$ cat src/rtl/edge_detect_bank.sv
// rtl/edge_detect_bank.sv - multi-channel synchronised, glitch-filtered edge detector with sticky pend/irq
// Define EDGE_CNT_EN to add per-channel saturating 8-bit event counters on port cnt.
module edge_detect_bank #(
   parameter int CH          = 8,
   parameter int SYNC_STAGES = 2,
   parameter int FILT_W      = 4
) (
   input  logic              clk,
   input  logic              rst,
   input  logic [CH-1:0]     in,
   input  logic [2*CH-1:0]   mode,
   input  logic [FILT_W-1:0] filt_len,
   input  logic [CH-1:0]     clr,
   output logic [CH-1:0]     out,
   output logic [CH-1:0]     level,
   output logic [CH-1:0]     pend,
`ifdef EDGE_CNT_EN
   output logic [8*CH-1:0]   cnt,
`endif
   output logic              irq
);

   logic [CH-1:0]     sync_q [SYNC_STAGES];
   logic [FILT_W-1:0] filt_c [CH];
   logic [CH-1:0]     s;
   logic [CH-1:0]     chg;
   logic [CH-1:0]     fire;

   assign s = sync_q[SYNC_STAGES-1];

   always_ff @(posedge clk or negedge rst) begin
      if (!rst) begin
         for (int k = 0; k < SYNC_STAGES; k++) sync_q[k] <= '0;
      end else begin
         sync_q[0] <= in;
         for (int k = 1; k < SYNC_STAGES; k++) sync_q[k] <= sync_q[k-1];
      end
   end

   // chg marks the cycle a new synchronised value has persisted filt_len+1 samples.
   always_comb begin
      chg  = '0;
      fire = '0;
      for (int i = 0; i < CH; i++) begin
         chg[i]  = (s[i] != level[i]) && (filt_c[i] >= filt_len);
         fire[i] = chg[i] && (s[i] ? mode[2*i] : mode[2*i+1]);
      end
   end

   always_ff @(posedge clk or negedge rst) begin
      if (!rst) begin
         for (int i = 0; i < CH; i++) filt_c[i] <= '0;
         level <= '0;
      end else begin
         for (int i = 0; i < CH; i++) begin
            if (s[i] == level[i] || chg[i]) filt_c[i] <= '0;
            else                            filt_c[i] <= filt_c[i] + 1'b1;
            if (chg[i]) level[i] <= s[i];
         end
      end
   end

   // A new event outranks a simultaneous clear so no edge is ever lost.
   always_ff @(posedge clk or negedge rst) begin
      if (!rst) begin
         out  <= '0;
         pend <= '0;
      end else begin
         out  <= fire;
         pend <= fire | (pend & ~clr);
      end
   end

   assign irq = |pend;

`ifdef EDGE_CNT_EN
   logic [7:0] ev_cnt [CH];

   always_ff @(posedge clk or negedge rst) begin
      if (!rst) begin
         for (int i = 0; i < CH; i++) ev_cnt[i] <= '0;
      end else begin
         for (int i = 0; i < CH; i++) begin
            if (fire[i]) begin
               if (clr[i])                  ev_cnt[i] <= 8'd1;
               else if (ev_cnt[i] != 8'hFF) ev_cnt[i] <= ev_cnt[i] + 8'd1;
            end else if (clr[i]) begin
               ev_cnt[i] <= '0;
            end
         end
      end
   end

   always_comb begin
      cnt = '0;
      for (int i = 0; i < CH; i++) cnt[8*i +: 8] = ev_cnt[i];
   end
`endif

endmodule

$ cat config.mk
export PLATFORM = sky130hd
export DESIGN_NAME = edge_detect_bank
export DESIGN_NICKNAME = d
export VERILOG_FILES = /design/src/rtl/edge_detect_bank.sv
export SDC_FILE = /design/constraint.sdc
export NUM_CORES = 1
export LEC_CHECK = 0
export BUFFER_PORTS_ARGS = -buffer_cell sky130_fd_sc_hd__buf_2
export CORE_ASPECT_RATIO = 0.75
export CORE_MARGIN = 3
export CORE_UTILIZATION = 25
export CTS_BUF_LIST = sky130_fd_sc_hd__clkbuf_16
export DETAILED_ROUTE_END_ITERATION = 10
export GPL_TIMING_DRIVEN = 0
export PLACE_DENSITY = 0.4
export SLEW_MARGIN = 25
export SYNTH_ARGS = -nofsm -noshare
export SYNTH_HDL_FRONTEND = slang
export SYNTH_SLANG_ARGS = --single-unit
$ cat constraint.sdc
create_clock -name clk -period 1.5 [get_ports clk]
set_input_delay 0.3 -clock clk [delete_from_list [all_inputs] [get_ports clk]]
set_output_delay 0.3 -clock clk [all_outputs]
set_load 0.01 [all_outputs]
**Yosys cells after proc, flatten, opt, wreduce, memory -nomap -nowiden**

Index checks and enable logic that the tools add are counted.
W data, S select, Z words.

- Word-level logic and storage cells: 96
- Output and inout bits: 25
- Register bits: 72
- Bits of input ports: 38

- Bitwise operators: 3
- Muxes and demuxes: 16
- Reductions and logical operators: 25
- Equal/unequal tests: 16
- Order comparisons: 8
- Add/sub/neg operators: 8

Operators with widths:

| kind | number |
|---|---|
| $add A4 B1 Y4 const B | 8 |
| $ge A4 B4 Y1 | 8 |
| $mux W4 | 8 |
| $logic_and A1 B1 Y1 | 16 |
| $and A8 B8 Y8 | 1 |
| $eq A1 B1 Y1 | 8 |
| $logic_or A1 B1 Y1 | 8 |
| $mux W1 | 8 |
| $ne A1 B1 Y1 | 8 |
| $not A8 Y8 | 1 |
| $or A8 B8 Y8 | 1 |
| $reduce_or A8 Y1 | 1 |

**Depth between registers and ports, before layout**

Gate-level depths: netlist (run 1).

- Word-level depth: 4
- Mapped depth: 6
- Mapped depth without buffers: 6

**Worst setup path before layout (run 1)**

No wires, ideal clock.

- Path kind: register to register
- Start: register filt_c[12] in the netlist's numbering
- End: register filt_c[13] in the netlist's numbering
- Period minus slack after synthesis: 1.536 ns
- Path slack: -0.036 ns
- Stages on the path, launching flop included: 7
- Setup time: 0.066 ns
- Arrival: 1.470 ns
- Path buffers: 0
- Data required time: 1.434 ns
- Cell sequence: dfrtp_1 > inv_1 > ha_1 > nand2b_4 > a2111oi_4 > or2_2 > and3_1

- Word-level cells in the longest chain between the ends: 4
- Elaborated cells between the ends (all ways): 5
- Classes of those cells: add/sub: 1; order compare: 1; mux: 1; reduce/logical: 2

Ends and longest elaborated chain:

| element | line | RTL |
|---|---|---|
| start, declared | 24 | `logic [FILT_W-1:0] filt_c [CH];` |
| start signal, assigned by index | 57 | `else filt_c[i] <= filt_c[i] + 1'b1;` |
| $ge A4 B4 Y1 | 45 | `chg[i] = (s[i] != level[i]) && (filt_c[i] >= filt_len);` |
| $logic_and A1 B1 Y1 | 45 |  |
| $logic_or A1 B1 Y1 | 56 | `if (s[i] == level[i] \|\| chg[i]) filt_c[i] <= '0;` |
| $mux W4 * | 56 |  |

Every way passes the cells marked *; elsewhere a longest branch is shown, timed or not.
A chain may end at the register's enable or synchronous reset.

**Worst setup path after layout (run 1)**

- Start: register pend[3]
- End: output irq

- Word-level cells in the longest chain between the ends: 1

Ends and longest elaborated chain:

| element | line | RTL |
|---|---|---|
| start, declared | 16 | `output logic [CH-1:0] pend,` |
| start signal, assigned | 70 | `pend <= fire \| (pend & ~clr);` |
| $reduce_or A8 Y1 | 74 | `assign irq = \|pend;` |
| end, declared | 20 | `output logic irq` |

Every way passes these cells.

==> reports/qor.txt, run 1 <==
Layout Skew: 7.35 ps
Worst R2R Start: filt_c[0]
Post-Route WL: 7770 um
Worst Slack Setup Final: -227 ps
Number of DRC markers in iteration 0: 47
Slew @ Worst Pin: 462 ps
Period utilization: 115%
Site Rows: 37
Die width: 144 um
Routed Antenna Nets: 0
R2r worst-path depth: 6
Met1 usage: 14.6%
Setup-failing EPs final: 48
Clock sink count: 72
Post-Synthesis Cell Area: 3590 um2
Die ar.: 15900 um2
CTS Buf Count: 9
Mean Syn Cell Area: 11.6 um2
Clk root buf: clkbuf_16
Via count: 2522
Fin util: 35.5%
Syn Inst Count: 310
GRT met2 Usage: 15.7%
Worst Path Class, Setup: flop to output pin
Largest net degree at the start of global routing: 41
Post-synthesis sequential area ratio: 50.2%
Nets: 484
Max transition margin: 69.2%
Commonest non-fill, non-tap cell in the layout: dfrtp_1
Slew Limit Fails: 0
Ports: 63
Min Tclk post-route: 1730 ps
Initial antenna violation count: 0
Buffer depth of the longest clock path: 2
CP arrival: 1430 ps
CTS tree: yes
Clock slew at reported path FFs: 60 ps
Critical path launch point type: flop
CP Capture Type: output pin
Failing checks: setup timing
Fmax: 579 MHz
Drt pass-1 iters: 4
H-tree levels: 3
Number of inserted diodes: 0
Routed vias/inst: 4.30
Height of the die: 110 um
First-pass GRT wire length: 12800 um
Hold Fails Final Rpt: 0
PwrDens: 1660 nW/um2
Crit Path Max Fanout: 2
Crit path launch: pend[3]
Reg2Reg Setup Slack: -130 ps
Static Leakage: 2.38 nW
Worst hold path class: primary input to flop
Vias in the first global route: 2513
Share of cells above drive strength 1: 40.6%
Mapped Nets: 388
GPL Wtd Cong: 0.746
Synth unique cells: 18
Max VDD drop: 645 uV
R2R Path End: filt_c[1]
Req. time, crit path: 1200 ps
Dpl ws: -476 ps
Core ar.: 13900 um2
RSZ-0062 raised after global routing: true
Met3 Resource Use GR: 3.00%
Total of max-cap violations: 0
Most frequent cells in the layout: dfrtp_1, buf_2, nor2_1, ha_1, inv_1
Port Buf Inserts: 62
Avg WL per Cell: 13.3 um
DRC viols: 0
GR Overflow Total: 0
Outcome: complete, but fails checks
Post-DP HPWL: 5530 um
Ys Warns: 0
Tot GR Track Use: 10.5%
Yosys reg bits: 72
GRT Max-Usage Layer: met2
Area growth, synth to finish: 37.5%
Initial core utilization: 25.9%
Worst Setup EP: irq
Clk Latency, worst-skew pair: 320 ps
metrics by stage:
stage / std cells / total power, mW / setup TNS [ps] / hold WS [ps] / instance area [um2]
2_1_floorplan: 310 / 4.36 / -3.09 / 4.41 / 3610
3_3_place_gp: 547 / 5.01 / -55080 / 332 / 4140
3_5_place_dp: 548 / 5.04 / -23660 / 294 / 4170
4_1_cts: 577 / 7.91 / -3390 / 62.2 / 4740
5_1_grt: 586 / 8.78 / -6680 / 59.9 / 4940
6_report: 586 / 8.21 / -2390 / 77.6 / 4940
where the power goes:
| group | internal (mW) | total [mW] | leakage [nW] | switching (mW) |
|---|---|---|---|---|
| sequential | 2.33 | 2.69 | 0.936 | 0.360 |
| combinational | 1.64 | 3.08 | 1.28 | 1.44 |
| clock | 1.61 | 2.44 | 0.168 | 0.828 |
logic make-up after synthesis:
logic type / Yosys count / share of synthesized area (%)
compound gates: 56 / 13.9
simple gates: 91 / 13.3
buf+inv: 27 / 2.82
fa+ha+maj: 40 / 13.9
xor+xnor: 24 / 5.85
flops: 72 / 50.2
cells in the mapped netlist:
cell | number | area share (%)
dfrtp_1 | 72 | 50
nor2_1 | 48 | 5.0
ha_1 | 40 | 14
inv_1 | 27 | 2.8
o21ai_0 | 19 | 2.6
xor2_1 | 16 | 3.9
nand2_1 | 9 | 0.94
a2111oi_4 | 8 | 6.1
a31oi_1 | 8 | 1.4
and3_1 | 8 | 1.4
nand2b_4 | 8 | 3.1
nand3_1 | 8 | 1.1
o21a_1 | 8 | 1.7
o22ai_1 | 8 | 1.4
or2_2 | 8 | 1.4
xnor2_1 | 8 | 2.0
o21ai_1 | 5 | 0.70
nor4_1 | 2 | 0.35
layout make-up:
| type | instances | area, um2 |
|---|---|---|
| Multi-Input combinational cell | 211 | 1950 |
| Inverter | 27 | 109 |
| Timing Repair Buffer | 85 | 520 |
| Sequential cell | 72 | 1800 |
| Clock inverter | 7 | 111 |
| Fill cell | 1405 | 8950 |
| Clock buffer | 9 | 225 |
| Tap cell | 175 | 219 |
flip-flops by register name, summed over array words and instances, names as in the netlist:
register,cells
sync_q,8
s,8
filt_c,32
level,8
pend,8
out,8
layer usage:
layer	up-vias	part of all wire [%]
li1	1267	-
met1	1196	51
met2	55	44
met3	4	4.4
met4	0	0.57
met5	-	0
worst min-delay path by stage:
stage / endpoint / start / depth (start not counted) / slack [ps]
after floorplan: filt_c[0] / rst / 0 / 4
final: sync_q[11] / in[3] / 1 / 80
after global routing: sync_q[11] / in[3] / 1 / 60
after global placement: s[6] / sync_q[14] / 0 / 330
after CTS: sync_q[11] / in[3] / 1 / 60
after detailed placement: s[7] / rst / 1 / 290
critical path, cell delays in order, from the launching register on:
cell,delay (ps)
dfrtp_2,430
nor4_4,440
nand2_1,80
buf_2,150
timing repair:
item	CTS	global route
buffers inserted	12	9
pin swaps	37	26
endpoints found under the hold margin	32	0
resized for setup	34	31
setup endpoints to repair	57	57
hold buffers	1	0
Note: power is estimated with default switching activity, not from simulation.
==> run 2, diff against run 1 <==
--- a/config.mk
+++ b/config.mk
@@ -5,6 +5,7 @@
 export SDC_FILE = /design/constraint.sdc
 export NUM_CORES = 1
 export LEC_CHECK = 0
+export ABC_AREA = 1
 export BUFFER_PORTS_ARGS = -buffer_cell sky130_fd_sc_hd__buf_2
 export CORE_ASPECT_RATIO = 0.75
 export CORE_MARGIN = 3
==> run 2 against run 1 <==
Against the previous run:
- the run still ends with setup timing left
- via count increased by 10%
- cell count increased by 20%
- worst setup slack improved by 73 ps
- area after synthesis increased by 5.6%
- clock power decreased by 26%
- combinational power decreased by 35%
- sequential share of layout area increased by 1.9 points
- first-iteration DRC count increased to 2.6 times the previous value
- global-route usage decreased by 0.099 points
- total power decreased by 21%
- critical endpoint unchanged
==> reports/qor.txt, run 2 <==
Outcome: complete, but fails checks
Failing checks: setup timing
Worst hold path class: primary input to flop
Port Buf Inserts: 62 (unchanged)
Post-synth EDFFs: 0 (unchanged)
First-pass GRT wire length: 13600 um (+6.4%)
Worst Slack Setup Final: -154 ps (+73.1 ps)
Fmax: 605 MHz (+4.4%)
Most frequent cells in the layout: nand2_1, inv_1, dfrtp_1, buf_2, ha_1
RSZ-0062 raised after global routing: true
Worst Path Class, Setup: flop to output pin
Largest net degree at the start of global routing: 50 (+22%)
Critical path cell sequence: nor4_4 > nand2_1 > buf_2
Buf/Inv on CP: 1 (unchanged)
Period utilization: 110% (-4.9 points)
Post-route insts no fill: 701 (+20%)
Yosys top cell area share: 47.5% (-2.6 points)
Yosys reg bits: 72 (unchanged)
CP Capture Type: output pin
GRT Max-Usage Layer: met2
Largest area contributor in the netlist: dfrtp_1
Worst R2R Start: filt_c[23]
Slew Limit Fails: 0 (unchanged)
Nets: 577 (+19%)
Clk root buf: clkbuf_16
Multi-input gate area: 1690 um2 (-13%)
Crit Path Max Fanout: 2 (unchanged)
Core ar.: 14600 um2 (+5.4%)
Fraction of registers with async set/reset: 100% (unchanged)
Req. time, crit path: 1200 ps (about the same)
PwrDens: 1390 nW/um2 (-17%)
Synth area leaders: dfrtp_1, ha_1, nand2_1
Via count: 2783 (+10%)
Area growth, synth to finish: 23.6%
Number of inserted diodes: 0 (unchanged)
Met1 usage: 14.4% (-0.13 points)
Die ar.: 16700 um2 (+5.3%)
Dpl ws: -333 ps (+143 ps)
Ports: 63 (unchanged)
Synth Flop Type: dfrtp_1
Reg2Reg Setup Slack: 150 ps (+280 ps)
Mean Syn Cell Area: 8.98 um2 (-22%)
Ys Warns: 0 (unchanged)
Avg WL per Cell: 11.2 um (-16%)
Max VDD drop: 527 uV (-18%)
CP top delay family: simple AND/OR/NAND/NOR gates
Critical path launch point type: flop
GPL Wtd Cong: 0.716 (-4.0%)
Height of the die: 113 um (+2.6%)
Static Leakage: 2.72 nW (+14%)
Post-synthesis sequential area ratio: 47.5% (-2.6 points)
Routed Antenna Nets: 0 (unchanged)
Routed vias/inst: 3.97 (-7.8%)
DRC viols: 0 (unchanged)
Number of flip-flops in the largest register: 32 (unchanged)
Vias in the first global route: 2747 (+9.3%)
Site Rows: 38 (+2.7%)
Initial core utilization: 25.9% (+0.033 points)
R2R Path End: pend[2]
Min-delay src: in[0]
Top cells by count, synth: nand2_1, inv_1, dfrtp_1
Clock slew at reported path FFs: 60 ps (about the same)
Pwr Total: 6.50 mW (-21%)
Min Tclk post-route: 1650 ps (-73.1 ps)
Most common cell in the netlist: nand2_1
Syn Inst Count: 422 (+36%)
Mapped Nets: 500 (+29%)
Biggest register: filt_c
CP arrival: 1350 ps (-80 ps)
Slew @ Worst Pin: 351 ps (-110 ps)
Met3 Resource Use GR: 3.55% (+0.55 points)
Buffer depth of the longest clock path: 2 (unchanged)
CTS Buf Count: 9 (unchanged)
Inst Count DP: 685 (+25%)
Hold-critical path depth: 1 (unchanged)
WHS Endpoint: sync_q[8]
CTS tree: yes
Share of cells above drive strength 1: 22.2% (-18 points)
Layout filler cell count: 1603 (+14%)
Total of max-cap violations: 0 (unchanged)
Register area: 1800 um2 (about the same)
R2r worst-path depth: 5 (-1)
Slowest cell on the critical path: dfrtp_1
Post-Route WL: 7820 um (+0.59%)
GRT met2 Usage: 15.1% (-0.61 points)
Setup-failing EPs final: 1 (-98%)
Post-Synthesis Cell Area: 3790 um2 (+5.6%)
Clock sink count: 72 (unchanged)
Fin util: 32.0% (-3.5 points)
Post-DP HPWL: 5840 um (+5.5%)
Hold Fails Final Rpt: 0 (unchanged)
Worst stage delay on the critical path: 400 ps (-40 ps)
Number of DRC markers in iteration 0: 124 (+160%)
Drt pass-1 iters: 4 (unchanged)
Max transition margin: 76.4% (+7.2 points)
Initial antenna violation count: 0 (unchanged)
Tot GR Track Use: 10.4% (-0.099 points)
H-tree levels: 3 (unchanged)
Die width: 148 um (+2.6%)
Layout Skew: 7.28 ps (-0.0722 ps)
Synth unique cells: 16 (-2)
Commonest non-fill, non-tap cell in the layout: nand2_1
GR Overflow Total: 0 (unchanged)
Clk Latency, worst-skew pair: 330 ps (about the same)
run 2: cell types whose count changed after synthesis, moves of 16 or more:
cell     change
nand2_1    +104
nor2_1      -16
o21ai_0     -19
inv_1       +52
nand3_1     +20
run 2: metal layers:
layer  part of all wire, %  routed length [um]
met1                    53                4120
met2                    41                3180
met3                   5.1                 395
met4                   1.5                 117
met5                     0                   0
run 2: logic make-up after synthesis:
kind of cell	synth area share, %
compound gates	2.64
xor+xnor	3.70
fa+ha+maj	13.2
buf+inv	8.22
flops	47.5
simple gates	24.7
run 2: final cells by class:
| cell class | count | area share [%] |
|---|---|---|
| inverters | 83 | 6.89 |
| multi-input cells | 267 | 36.1 |
| clock buffers | 9 | 4.81 |
| flip-flops and latches | 72 | 38.4 |
| clock inverters | 4 | 0.347 |
| repair buffers | 66 | 8.06 |
| well taps | 200 | 5.34 |
run 2: timing repair:
| action | CTS | global route |
|---|---|---|
| endpoints found under the setup margin | 1 | 17 |
| pin swaps | 2 | 0 |
| gates resized for setup | 2 | 3 |
| buffers inserted | 1 | 1 |
| endpoints found under the hold margin | 23 | 0 |
| hold buffers | 1 | 0 |
run 2: worst max-delay path by stage:
stage,start,cells after the start,endpoint
floorplan,filt_len[3],8,pend[7]
global placement,rst,1,s[1]
detailed placement,filt_len[3],7,pend[2]
CTS,pend[3],3,irq
global route,pend[3],3,irq
finish,pend[3],3,irq
run 2: worst reg2reg max path, stage by stage, from the launching register on:
cell and delay (ps):
dfrtp_1 390, ha_1 310, a21oi_2 220, nand3_1 130, nand2_1 120, nand2_1 60
run 2: where the power goes:
group | internal, mW | total, mW | switching, mW | leakage, nW
Sequential | 2.32 | 2.70 | 0.382 | 0.939
Combinational | 0.843 | 1.99 | 1.14 | 1.66
Clock | 1.07 | 1.81 | 0.739 | 0.123
Total | 4.23 | 6.50 | 2.26 | 2.72
run 2: through the flow:
| step | instance area, um2 | setup TNS [ps] | hold slack [ps] |
|---|---|---|---|
| 2_1_floorplan | 3790 | 0 | 4.41 |
| 3_3_place_gp | 4350 | -44010 | 333 |
| 3_5_place_dp | 4380 | -14020 | 237 |
| 4_1_cts | 4660 | -210 | 57.1 |
| 5_1_grt | 4690 | -232 | 60.3 |
| 6_report | 4690 | -154 | 71.3 |
==> run 3, diff against run 2 <==
--- a/config.mk
+++ b/config.mk
@@ -13,7 +13,7 @@
 export CTS_BUF_LIST = sky130_fd_sc_hd__clkbuf_16
 export DETAILED_ROUTE_END_ITERATION = 10
 export GPL_TIMING_DRIVEN = 0
-export PLACE_DENSITY = 0.4
+export PLACE_DENSITY = 0.39
 export SLEW_MARGIN = 25
 export SYNTH_ARGS = -nofsm -noshare
 export SYNTH_HDL_FRONTEND = slang
==> constraint.sdc (replaced) <==
create_clock -name clk -period 2.1 [get_ports clk]
set_input_delay 0.42 -clock clk [delete_from_list [all_inputs] [get_ports clk]]
set_output_delay 0.42 -clock clk [all_outputs]
set_load 0.01 [all_outputs]
==> run 3 against run 2 <==
Against the previous run:
- the run now ends clean
- largest power group unchanged
- first-iteration DRC count is 35% lower
- total power is 28% lower
- clock skew hardly changed
- critical path type unchanged
- critical path depth stayed put
- die area stayed put
- register-to-register slack better by 620 ps
- sequential share of layout area is 0.36 points higher
- non-clock buffer count is 3 lower
- global-route usage hardly changed
- critical endpoint unchanged
- clock power is 27% lower
- cell count stayed put
==> reports/qor.txt, run 3 (synthesis gave the netlist of run 2 again) <==
Slowest cell on the critical path: nor4_1
Logic pwr share: 30.2% (-0.4 points)
Max transition margin: 67.1% (-9.3 points)
Critical path depth in cells: 3 (unchanged)
CTS Buf Count: 9 (unchanged)
Fmax: 508 MHz
Total of max-cap violations: 0 (unchanged)
Post-route cell area: 4640 um2 (-0.93%)
Die ar.: 16700 um2 (unchanged)
DRC viols: 0 (unchanged)
NetSw: 1.66 mW (-27%)
Max VDD drop: 383 uV (-27%)
Static Leakage: 2.72 nW (about the same)
PwrDens: 1010 nW/um2 (-27%)
Nets: 574 (-0.52%)
CP top delay family: simple AND/OR/NAND/NOR gates
Post-CTS Setup Bufs: 0 (-1)
Ports: 63 (unchanged)
Via count: 2782 (-0.036%)
Clk Latency, worst-skew pair: 330 ps (about the same)
Slew Limit Fails: 0 (unchanged)
Setup-failing EPs final: 0 (-1)
Avg WL per Cell: 11.3 um (+1.5%)
Core ar.: 14600 um2 (unchanged)
Initial antenna violation count: 0 (unchanged)
Cell-internal power: 3.01 mW (-29%)
Vias in the first global route: 2860 (+4.1%)
R2r worst-path depth: 5 (unchanged)
Largest net degree at the start of global routing: 46 (-8.0%)
CP Capture Type: output pin
Worst Slack Setup Final: 131 ps (+285 ps)
Post-cts gate resize count: 1 (-1)
Worst stage delay on the critical path: 490 ps (+90 ps)
Switch share: 35.5% (+0.63 points)
Height of the die: 113 um (unchanged)
Biggest register: filt_c
Port Buf Inserts: 62 (unchanged)
RSZ-0062 raised after global routing: false
Seq pwr share: 41.2% (-0.4 points)
Placed inst area: 4380 um2 (unchanged)
Inst Count DP: 685 (unchanged)
Number of inserted diodes: 0 (unchanged)
Setup TNS: 0 ps (+154 ps)
Most frequent cells in the layout: nand2_1, inv_1, dfrtp_1, buf_2, ha_1
Min Tclk post-route: 1970 ps
Crit Path Max Fanout: 3 (+1)
Req. time, crit path: 1680 ps (+480 ps)
Number of DRC markers in iteration 0: 81 (-35%)
Layout filler cell count: 1606 (+0.19%)
Buf/Inv on CP: 1 (unchanged)
Dpl ws: 179 ps (+512 ps)
Period utilization: 93.8%
CTS tree: yes
CTS Hold Bufs: 0 (-1)
Critical path launch point type: flop
Worst Path Class, Setup: flop to output pin
Commonest non-fill, non-tap cell in the layout: nand2_1
Critical path cell sequence: nor4_1 > nand2_1 > buf_2
Buffer depth of the longest clock path: 2 (unchanged)
Clock slew at reported path FFs: 60 ps (about the same)
First-pass GRT wire length: 13700 um (+0.56%)
Layout Skew: 7.26 ps (-0.0213 ps)
Clock sink count: 72 (unchanged)
H-tree levels: 3 (unchanged)
Routed Antenna Nets: 0 (unchanged)
CP arrival: 1550 ps (+200 ps)
GPL Wtd Cong: 0.706 (-1.4%)
Number of flip-flops in the largest register: 32 (unchanged)
Site Rows: 38 (unchanged)
Outcome: complete, no violations
Die width: 148 um (unchanged)
Clock network power share: 28.5% (+0.7 points)
Post-route insts no fill: 701 (unchanged)
Worst hold path class: primary input to asynchronous set/reset pin
Clk root buf: clkbuf_16
GR Overflow Total: 0 (unchanged)
Initial core utilization: 25.9% (unchanged)
Post-DP HPWL: 5860 um (+0.28%)
Tot GR Track Use: 10.4% (+0.032 points)
Post-Route WL: 7940 um (+1.5%)
Hold Fails Final Rpt: 0 (unchanged)
Slew @ Worst Pin: 489 ps (+138 ps)
Routed vias/inst: 3.97 (about the same)
Drt pass-1 iters: 4 (unchanged)
Share of cells above drive strength 1: 21.6% (-0.60 points)
Area growth, synth to finish: 22.5%
## run 3: stage by stage
step | utilization [%] | power, mW | hold WS [ps]
floorplan | - | 2.87 | 124
global placement | 29.7 | 3.35 | 332
detailed placement | 29.9 | 3.39 | 335
CTS | 31.7 | 4.79 | 29.1
global route | 31.7 | 5.11 | 46.9
finish | 31.7 | 4.67 | 22.9
## run 3: power groups by stage
stage	Combinational, mW	Clock (mW)	Sequential (mW)
floorplan	0.925	0	1.95
global placement	1.41	0	1.95
detailed placement	1.44	0	1.95
CTS	1.45	1.40	1.93
global route	1.67	1.46	1.98
finish	1.41	1.33	1.93
## run 3: final cells by class
cell class	count	area [um2]	share of cell area, %
flip-flops and latches	72	1800	38.8
multi-input cells	267	1680	36.3
repair buffers	63	340	7.33
inverters	83	312	6.71
well taps	200	250	5.39
clock buffers	9	225	4.85
clock inverters	7	30.0	0.647
## run 3: layer usage
metal	wire length, um	global-route usage (%)	vias up
met5	0	0	-
met4	120	3.32	0
met3	415	3.79	12
met2	3270	15.5	59
met1	4130	14.1	1250
li1	-	-	1461
## run 3: path summary, 6_finish.rpt
| path | startpoint | to | slack [ps] |
|---|---|---|---|
| worst max-delay path | pend[2] | irq | 130 |
| min in group clk | in[1] | sync_q[9] | 190 |
| worst min-delay path | rst | sync_q[11] | 20 |
| worst max register to register | filt_c[23] | out[2] | 770 |
| worst min register to register | sync_q[9] | s[1] | 350 |
| max in group asynchronous | rst | level[2] | 1520 |
## run 3: worst register-to-register path, cell delays in order, from the launching register on
cell and delay [ps]:
dfrtp_1 390, ha_1 310, a21oi_2 220, nand3_1 120, nand2_1 110, inv_1 70
